### src/rtl/seq_detector_prog.sv
// Runtime-programmable serial bit-pattern detector with a Mealy match flag,
// a registered copy of it and a saturating match counter.
module seq_detector_prog #(
    parameter int unsigned        MAX_LEN     = 8,
    parameter int unsigned        CNT_W       = 16,
    parameter logic [MAX_LEN-1:0] DEF_PATTERN = MAX_LEN'(8'b0000_1011),
    parameter int unsigned        DEF_LEN     = 4,
    parameter bit                 DEF_OVERLAP = 1'b1,
    localparam int unsigned       LEN_W       = $clog2(MAX_LEN + 1)
) (
    input  logic               clk,
    input  logic               reset,
    input  logic               enable,
    input  logic               cfg_load,
    input  logic [MAX_LEN-1:0] cfg_pattern,
    input  logic [LEN_W-1:0]   cfg_len,
    input  logic               cfg_overlap,
    input  logic               count_clr,
    input  logic               in_valid,
    input  logic               input_bit,
    output logic               detected,
    output logic               detected_r,
    output logic [CNT_W-1:0]   match_count,
    output logic               cfg_err
);

    logic [MAX_LEN-1:0] hist_q, hist_d, pat_q, pat_d;
    logic [MAX_LEN-1:0] nh, len_mask;
    logic [LEN_W-1:0]   fill_q, fill_d, len_q, len_d, nfill;
    logic               ovl_q, ovl_d;
    logic [CNT_W-1:0]   cnt_q, cnt_d;
    logic               det_r_q;
    logic               cfg_err_q, cfg_err_d;
    logic               acc, cfg_ok, pat_eq;

    // Match evaluation on the candidate history that includes the current bit.
    always_comb begin
        acc   = reset & enable & in_valid & ~cfg_load;
        nh    = {hist_q[MAX_LEN-2:0], input_bit};
        nfill = (fill_q == LEN_W'(MAX_LEN)) ? fill_q : fill_q + LEN_W'(1);
        for (int unsigned i = 0; i < MAX_LEN; i++) begin
            len_mask[i] = (LEN_W'(i) < len_q);
        end
        pat_eq   = ((nh ^ pat_q) & len_mask) == '0;
        detected = acc & (nfill >= len_q) & pat_eq;
    end

    always_comb begin
        hist_d    = hist_q;
        fill_d    = fill_q;
        pat_d     = pat_q;
        len_d     = len_q;
        ovl_d     = ovl_q;
        cnt_d     = cnt_q;
        cfg_err_d = 1'b0;
        cfg_ok    = (cfg_len != '0) && (cfg_len <= LEN_W'(MAX_LEN));

        if (cfg_load) begin
            if (cfg_ok) begin
                pat_d  = cfg_pattern;
                len_d  = cfg_len;
                ovl_d  = cfg_overlap;
                hist_d = '0;
                fill_d = '0;
            end else begin
                cfg_err_d = 1'b1;
            end
        end else if (acc) begin
            hist_d = nh;
            // Non-overlap mode forgets the matched bits by emptying the fill.
            fill_d = (detected && !ovl_q) ? '0 : nfill;
        end

        if (count_clr) begin
            cnt_d = '0;
        end else if (detected && (cnt_q != {CNT_W{1'b1}})) begin
            cnt_d = cnt_q + CNT_W'(1);
        end
    end

    always_ff @(posedge clk) begin
        if (!reset) begin
            hist_q    <= '0;
            fill_q    <= '0;
            pat_q     <= DEF_PATTERN;
            len_q     <= LEN_W'(DEF_LEN);
            ovl_q     <= DEF_OVERLAP;
            cnt_q     <= '0;
            det_r_q   <= 1'b0;
            cfg_err_q <= 1'b0;
        end else begin
            hist_q    <= hist_d;
            fill_q    <= fill_d;
            pat_q     <= pat_d;
            len_q     <= len_d;
            ovl_q     <= ovl_d;
            cnt_q     <= cnt_d;
            det_r_q   <= detected;
            cfg_err_q <= cfg_err_d;
        end
    end

    assign detected_r  = det_r_q;
    assign match_count = cnt_q;
    assign cfg_err     = cfg_err_q;

endmodule

### config.mk
export PLATFORM = sky130hd
export DESIGN_NAME = seq_detector_prog
export DESIGN_NICKNAME = d
export VERILOG_FILES = /design/src/rtl/seq_detector_prog.sv
export SDC_FILE = /design/constraint.sdc
export NUM_CORES = 1
export LEC_CHECK = 0
export ABC_CLOCK_PERIOD_IN_PS = 3790
export BUFFER_PORTS_ARGS = -buffer_cell sky130_fd_sc_hd__clkbuf_2
export CORE_MARGIN = 3
export CORE_UTILIZATION = 45
export DETAILED_ROUTE_END_ITERATION = 6
export HOLD_SLACK_MARGIN = 0.03
export PLACE_DENSITY = 0.76
export SYNTH_ARGS = -nofsm -noshare
export SYNTH_HDL_FRONTEND = slang
export SYNTH_SLANG_ARGS = --single-unit
### constraint.sdc
create_clock -name clk -period 3.79 [get_ports clk]
set_clock_uncertainty 0.2 [all_clocks]
set_input_delay 0.758 -clock clk [delete_from_list [all_inputs] [get_ports clk]]
set_output_delay 0.758 -clock clk [all_outputs]
set_load 0.01 [all_outputs]
# == After elaboration in Yosys (flattened, before gate mapping) ==
# Cells that the tools add are included.
# classes
add_sub_neg,2
reduce_logical,11
eq_ne,3
multipliers,0
n_mux,9
n_bitwise,9
div,0
shifts,0
order_cmp,10
# op_table
op,count
2-to-1 mux 7 bit,3
2-to-1 mux 4 bit,5
"adder 16 x 1 -> 16 bit, second input constant",1
"< comparator 3 x 4 -> 1 bit, first input constant",4
"inequality test 16 bit, second input constant",1
AND 8 bit,1
zero test 8 bit,1
"< comparator 1 x 4 -> 1 bit, first input constant",2
"< comparator 2 x 4 -> 1 bit, first input constant",2
bitwise XOR 8 bit,1
AND reduction 2 bit,3
AND 1 bit,5
"adder 4 x 1 -> 4 bit, second input constant",1
"equality test 4 bit, second input constant",1
greater-or-equal comparator 4 bit,1
"<= comparator 4 bit, second input constant",1
nonzero test 4 bit,1
logical AND 1 bit,3
"inequality test 2 x 1 -> 1 bit, second input constant",1
inverter 1 bit,2
nonzero test 2 bit,1
OR reduction 2 bit,1
zero test 1 bit,1
2-to-1 mux 1 bit,1
# word_totals
latch_bits,0
register_bits,42
romBits,0
in_bits,20
ram_bits,0
memories,0
elab_cells,52
output_inout_bits,19

# == Logic depth before layout (Yosys ltp) ==
# Gate-level depths: netlist of run 1.
# logic_depth
ltp_word,9
mapped_depth,13
depth_no_buf,13

# == Worst setup path before layout of run 1 ==
# Ideal clock, no wire load.
# synth_path
path_kind,register to output
startpoint,reg fill_q[0]
endpoint,out detected
n_path_buf,0
path_slack_ns,1.018
t_arrival_ns,1.814
required_ns,2.832
stages_incl_launch_ff,11
cell_sequence,dfxtp_1 -> inv_1 -> ha_1 -> nand2_1 -> nor2_1 -> xnor2_1 -> ha_1 -> o21ai_0 -> a222oi_1 -> nand4_2 -> inv_1
# synth_between
elab_chain_cells,5
word_cells_on_any_way,6
classes_between,1 x add/sub; 1 x order compare; 1 x eq/ne; 1 x mux; 2 x bitwise
# synth_rtl
element,line_no,text
start: declaration,29,"logic [LEN_W-1:0] fill_q, fill_d, len_q, len_d, nfill;"
start signal: assignment,93,fill_q <= fill_d;
adder 4 x 1 -> 4 bit or equality test 4 bit (tied branches),40,nfill = (fill_q == LEN_W'(MAX_LEN)) ? fill_q : fill_q + LEN_W'(1);
2-to-1 mux 4 bit *,40,
greater-or-equal comparator 4 bit *,45,detected = acc & (nfill >= len_q) & pat_eq;
AND 1 bit * (2 in a row),45,
end: declaration,21,"output logic detected,"
# Every way passes the cells marked *; elsewhere a longest branch is shown, timed or not.

# == Final worst setup path of run 1 ==
# Same ends and word-level chain as after synthesis.

==> results of run 1 <==
[per-layer routing]
layer | wire length [microns] | vias up
li1 | - | 999
met1 | 2040 | 865
met2 | 2140 | 44
met3 | 195 | 6
met4 | 42 | 0
met5 | 0 | -
[sequential cells by signal (all words and copies together), names as in the netlist]
| signal | flops |
|---|---|
| detected_r | 1 |
| cfg_err | 1 |
| hist_q | 7 |
| len_q | 4 |
| match_count | 16 |
| ovl_q | 1 |
| pat_q | 8 |
| fill_q | 4 |
[logic make-up after synthesis]
logic type | after synthesis | share of synthesized area (%)
DFF | 42 | 40.1
buffers and inverters | 26 | 4.78
and+or+nand+nor | 111 | 26.3
adders and majority gates | 7 | 4.18
AOI/OAI and AO/OA | 64 | 20.0
xor gates and xnor gates | 11 | 4.60
[final cells by class]
cell class	count	area, sq um	area share [%]
repair buffers	42	220	9.03
flip-flops and latches	42	841	34.5
multi-input cells	193	1150	47.3
well taps	52	65.1	2.67
clock inverters	3	40.0	1.64
clock buffers	5	68.8	2.82
inverters	13	48.8	2.00
[worst paths after layout]
| check | end | slack (ns) | cells past startpoint |
|---|---|---|---|
| worst min-delay path | pat_q[7] | 0.28 | 2 |
| worst max register to register | match_count[10] | 0.78 | 12 |
| worst min register to register | pat_q[7] | 0.28 | 2 |
| worst max-delay path | detected | 0.46 | 11 |
[cell usage in the layout (no fill, tap or decap), drive strengths merged, types with 2 or more instances in the layout]
cell / n
a21boi: 15
a21oi: 17
a32o: 3
and2: 3
and3: 3
and4: 2
buf: 4
clkbuf: 43
clkinv: 2
dfxtp: 42
ha: 7
inv: 13
nand2: 46
nand2b: 2
nand3: 17
nand4: 9
nor2: 9
nor3: 3
o21ai: 14
o31ai: 6
or3: 8
or4: 7
xnor2: 9
xor2: 2
[critical path, cell delays in order (launching register included)]
cell and delay, ns:
dfxtp_1 0.38, inv_1 0.08, ha_1 0.20, nand2_1 0.08, nor2_1 0.05, xnor2_1 0.15, ha_1 0.28, o21ai_0 0.08
a222oi_1 0.34, nand4_2 0.17, inv_1 0.13, clkbuf_2 0.15
[report_power, final]
group,switching (W),leakage (nW),internal (W)
Clock,0.000151,0.0579,0.000194
Combinational,0.0000375,0.528,0.0000307
Sequential,0.00000915,0.341,0.000451
[through the flow]
stage                     instances  instance area, sq um  hold slack, ns
after floorplan                 261                  2090           0.232
final                           350                  2440           0.280
after detailed placement        342                  2330           0.269
after global placement          342                  2330           0.265
after global routing            350                  2440           0.302
after CTS                       350                  2440           0.280
==> run metrics, run 1 <==
Clock Latency Late Sink 0.29 ns; GRT met2 Usage 30.6%; Fin. Hold Viols 0; Clock Pin Slew Worst Setup and Hold Paths 0.08 ns; max cap viols 0; DP Wirelength 3.18 mm; DRC 0; initial antenna violation count 0; top-area cell type share of the netlist area 40.1%; RSZ-0062 raised after global routing no; met3 Track Usage GR 3.78%; DRT Wirelength 4.42 mm; Worst setup SP type flop; vias post-DR 1914; top-count cell post-synth nand2_1; layout cells sized above 1 17.4%; Cell Pwr Density 358 nW/um^2; Worst Hold Launch pat_q[7]; sequential area share after synthesis 40.1%; dominant cells by area after synthesis dfxtp_1 (40%), nand2_1 (8.2%), a21boi_0 (5.4%), ha_1 (4.2%), a21oi_1 (4.1%); Syn Nets 288; Cells after Synth 261; type of the worst min-delay path flop to flop; worst flop-to-flop path startpoint fill_q[0]; Main synth FF type dfxtp_1; cell leakage power 0.927 nW; drt first pass iters 4; GR Util met1 19.3%; Post-CTS Setup Inserts 0; CTS root buffer clkbuf_8; CTS Buf Count 5; worst-case clock buffer depth 2; Layout area overhead 16.4%; critical path peak fanout 4; nets 324; # rows 24; gpl congestion 0.826; n_diodes 0; Slew headroom 59.1%; fmax 300 MHz; fin crit share 87.8%; kind of critical path flop to output port; grt peak-use layer met2; CP Capture Type output port; Peak VDD IR 159 uV; port bufs 38; CP Data Required Time 2.83 ns; DP Worst Slack 0.797 ns; Antenna Violating Nets Remaining 0; Die ar. 5510 sq um; gr usage total 16.8%; Cell Area, Synth 2090 sq um; Worst Setup SP fill_q[0]; Mean Syn Cell Area 8.02 sq um; clk sinks 42; Die Ht 74.2 microns; core area 4410 sq um; Die W 74.2 microns; Post-synth EDFFs 0; CP arrival 2.37 ns; CTS tree yes; initial drt markers 95; Setup WS post-layout 0.462 ns; first-pass GRT wire length 7.30 mm; Post-synth top cells nand2_1 (46), dfxtp_1 (42), a21oi_1 (17), nand3_1 (17), a21boi_0 (15); IO Count 39; Finish-stage setup viols 0; aggregate global routing overflow 0; Post-CTS Hold Fix Bufs 0; Yosys warnings 0; total negative slack 0 ns; post-synthesis cell type count 37; min Tclk post-route 3.33 ns; initial core utilization 47.4%; routed len/inst 12.6 microns; Worst-Margin Slew 0.614 ns; Util after Layout 55.2%; Seq cells post-synth 42; post-cts sizing count 0; vias in the first global route 1648; Post-synth ARST share 0%; H-tree depth 2; Design Power 0.000874 W; largest net degree at the start of global routing 33; status complete, no violations; post-synth top area cell dfxtp_1; fillcell total 414; Slew Viols, Final 0; vias per inst 5.47
Note: power is estimated with default switching activity, not from simulation.
==> run 2: changes to the inputs <==
ABC_AREA = 1   (was unset)
PLACE_DENSITY = 0.75   (was 0.76)
==> run 2 against run 1 <==
- total power rose by 14%
- non-clock buffer count fell by 2
- maximum frequency rose by 2.1%
- cell count rose by 33%
- first-iteration DRC count rose by 31%
- sequential power barely moved
==> run metrics, run 2 <==
Cell Pwr Density 352 nW/um^2 (was 358 nW/um^2); reg2reg path depth 14 (was 12); fmax 307 MHz (was 300 MHz); Placed Area 2690 sq um (was 2330 sq um); RSZ-0062 raised after global routing no (unchanged); Seq cells post-synth 42 (unchanged); worst-case clock buffer depth 2 (unchanged); critical path peak fanout 5 (was 4); initial antenna violation count 0 (unchanged); Post-synth EDFFs 0 (unchanged); gr usage total 18.3% (was 16.8%); fillcell total 519 (was 414); Yosys warnings 0 (unchanged); FF-to-FF setup slack 1.08 ns (was 0.78 ns); Die W 80.0 microns (was 74.2 microns); n_diodes 0 (unchanged); initial core utilization 47.3% (was 47.4%); Worst setup SP type flop (unchanged); Clock Pin Slew Worst Setup and Hold Paths 0.08 ns (about the same); nets 423 (was 324); fin crit share 86.0% (was 87.8%); layout cells sized above 1 20.9% (was 17.4%); vias per inst 5.06 (was 5.47); dominant cells by area after synthesis dfxtp_1 (34%), nand2_1 (16%), inv_1 (5.6%), nand4_1 (5.1%), a21oi_1 (4.9%) (was dfxtp_1 (40%), nand2_1 (8.2%), a21boi_0 (5.4%), ha_1 (4.2%), a21oi_1 (4.1%)); type of the worst min-delay path flop to flop (unchanged); vias in the first global route 2103 (was 1648); clk sinks 42 (unchanged); Cells after Synth 360 (was 261); hold slack final 0.274 ns (was 0.280 ns); commonest non-fill, non-tap cell in the layout nand2_1 (unchanged); max reg flops 16 (unchanged); Post-synth ARST share 0% (unchanged); Slew Viols, Final 0 (unchanged); DRT Wirelength 5.58 mm (was 4.42 mm); top-count cell post-synth nand2_1 (unchanged); min Tclk post-route 3.26 ns (was 3.33 ns); DRC 0 (unchanged); Post-CTS Hold Fix Bufs 0 (unchanged); CP Data Required Time 2.83 ns (about the same); post-route non-filler standard cell count 467 (was 350); routed len/inst 11.9 microns (was 12.6 microns); Setup crit end detected (unchanged); vias post-DR 2363 (was 1914); kind of critical path flop to output port (unchanged); Peak VDD IR 289 uV (was 159 uV); Die ar. 6390 sq um (was 5510 sq um); first-pass GRT wire length 9.38 mm (was 7.30 mm); Finish-stage setup viols 0 (unchanged); post-cts sizing count 0 (unchanged); initial drt markers 124 (was 95); max cap viols 0 (unchanged); DP Wirelength 4.17 mm (was 3.18 mm); # rows 26 (was 24); gpl congestion 0.808 (was 0.826); post-synth top area cell dfxtp_1 (unchanged); Post-CTS Setup Inserts 0 (unchanged); post-route cell area 2830 sq um (was 2440 sq um); Syn Nets 387 (was 288); core area 5200 sq um (was 4410 sq um); drt first pass iters 4 (unchanged); Fin. Hold Viols 0 (unchanged); post-synthesis cell type count 31 (was 37); sequential area share after synthesis 34.2% (was 40.1%); CP arrival 2.30 ns (was 2.37 ns); CTS tree yes (unchanged); Layout area overhead 14.9% (was 16.4%); Die Ht 80.0 microns (was 74.2 microns); CP Capture Type output port (unchanged); Cell Area, Synth 2460 sq um (was 2090 sq um); reg2reg end match_count[6] (was match_count[10]); top-area cell type share of the netlist area 34.2% (was 40.1%); CTS Buf Count 5 (unchanged); Worst Setup SP fill_q[0] (unchanged); Clock Latency Late Sink 0.29 ns (about the same); aggregate global routing overflow 0 (unchanged); cell leakage power 1.21 nW (was 0.927 nW); Post-synth top cells nand2_1 (105), dfxtp_1 (42), inv_1 (37) (was nand2_1 (46), dfxtp_1 (42), a21oi_1 (17), nand3_1 (17), a21boi_0 (15)); commonest cells after routing, fill and taps aside nand2_1 (105), dfxtp_1 (42), clkbuf_2 (38), inv_1 (37), nor2_1 (27) (was nand2_1 (46), dfxtp_1 (42), clkbuf_2 (38), nand3_1 (17), a21oi_1 (17)); Mean Syn Cell Area 6.84 sq um (was 8.02 sq um); cell total after placement 459 (was 342); Worst-Margin Slew 0.609 ns (was 0.614 ns); H-tree depth 2 (unchanged); total negative slack 0 ns (unchanged); port bufs 38 (unchanged); worst flop-to-flop path startpoint fill_q[0] (unchanged); Slew headroom 59.4% (was 59.1%); CTS root buffer clkbuf_8 (unchanged); Antenna Violating Nets Remaining 0 (unchanged); Main synth FF type dfxtp_1 (unchanged); largest net degree at the start of global routing 20 (was 33); status complete, no violations (unchanged); IO Count 39 (unchanged)
## run 2: cell types whose count changed after synthesis, sizes merged, moves of 7 or more
| cell | previous run | this run |
|---|---|---|
| xor2 | 2 | 9 |
| or3 | 8 | 0 |
| o21ai | 14 | 7 |
| nor2 | 9 | 33 |
| nand3 | 17 | 24 |
| nand4 | 9 | 20 |
| a21oi | 17 | 32 |
| nand2 | 46 | 114 |
| or4 | 7 | 0 |
| a21boi | 15 | 0 |
| inv | 13 | 44 |
## run 2: through the flow
| stage | utilization [%] | power [W] | worst slack [ns] |
|---|---|---|---|
| after floorplan | - | 0.000539 | 0.854 |
| after global placement | 51.6 | 0.000563 | 0.907 |
| after detailed placement | 51.6 | 0.000567 | 0.841 |
| after CTS | 54.4 | 0.00100 | 0.508 |
| after global routing | 54.4 | 0.00104 | 0.322 |
| final | 54.4 | 0.000995 | 0.531 |
## run 2: routing by layer
| layer | global-route usage (%) | wire (microns) | vias up | share of wire [%] |
|---|---|---|---|---|
| met5 | 0 | 0 | - | 0 |
| met4 | 4.90 | 58 | 0 | 1.0 |
| met3 | 3.05 | 237 | 7 | 4.2 |
| met2 | 33.4 | 2870 | 50 | 51 |
| met1 | 22.0 | 2410 | 1077 | 43 |
| li1 | - | - | 1229 | - |
## run 2: where the power goes
part	switching, W	internal [W]	total, W
clock	0.000157	0.000281	0.000438
combinational	0.0000618	0.0000327	0.0000944
sequential	0.00000964	0.000453	0.000463
## run 2: area by class of cell
class                           count  area, sq um  area share, %
Timing Repair Buffer               40          205           7.25
Clock buffer                        6         82.6           2.92
Inverter                           45          169           5.97
Sequential cell                    42          841           29.7
Multi-Input combinational cell    262         1380           48.9
Clock inverter                      2         60.1           2.12
Tap cell                           70         87.6           3.10
## run 2: logic make-up (layout without fill, tap and decap cells)
family	Yosys count	count (layout)	synth area share, %
simple gates	200	200	38.0
buf+inv	56	93	9.61
compound gates	43	43	10.4
flops	42	42	34.2
xor+xnor	12	12	4.27
fa+ha+maj	7	7	3.56
## run 2: critical path: stages, from the launching register on
cell and delay (ns):
dfxtp_1 0.41, inv_1 0.07, ha_1 0.21, nand2_1 0.07, nand3_1 0.05, o21ai_0 0.15, ha_1 0.32, nand2_1 0.09
inv_1 0.04, nand2_1 0.05, nand2_1 0.06, nor2_1 0.19, nor2_4 0.04, and3_1 0.14, clkbuf_2 0.12
## run 2: how the worst min path moves through the flow
| stage | from | to | slack [ns] | cells past startpoint |
|---|---|---|---|---|
| after floorplan | pat_q[2] | pat_q[2] | 0.24 | 2 |
| after global placement | pat_q[5] | pat_q[5] | 0.25 | 2 |
| after detailed placement | pat_q[2] | pat_q[2] | 0.26 | 2 |
| after CTS | pat_q[2] | pat_q[2] | 0.28 | 2 |
| after global routing | pat_q[3] | pat_q[3] | 0.31 | 2 |
| final | pat_q[2] | pat_q[2] | 0.27 | 2 |
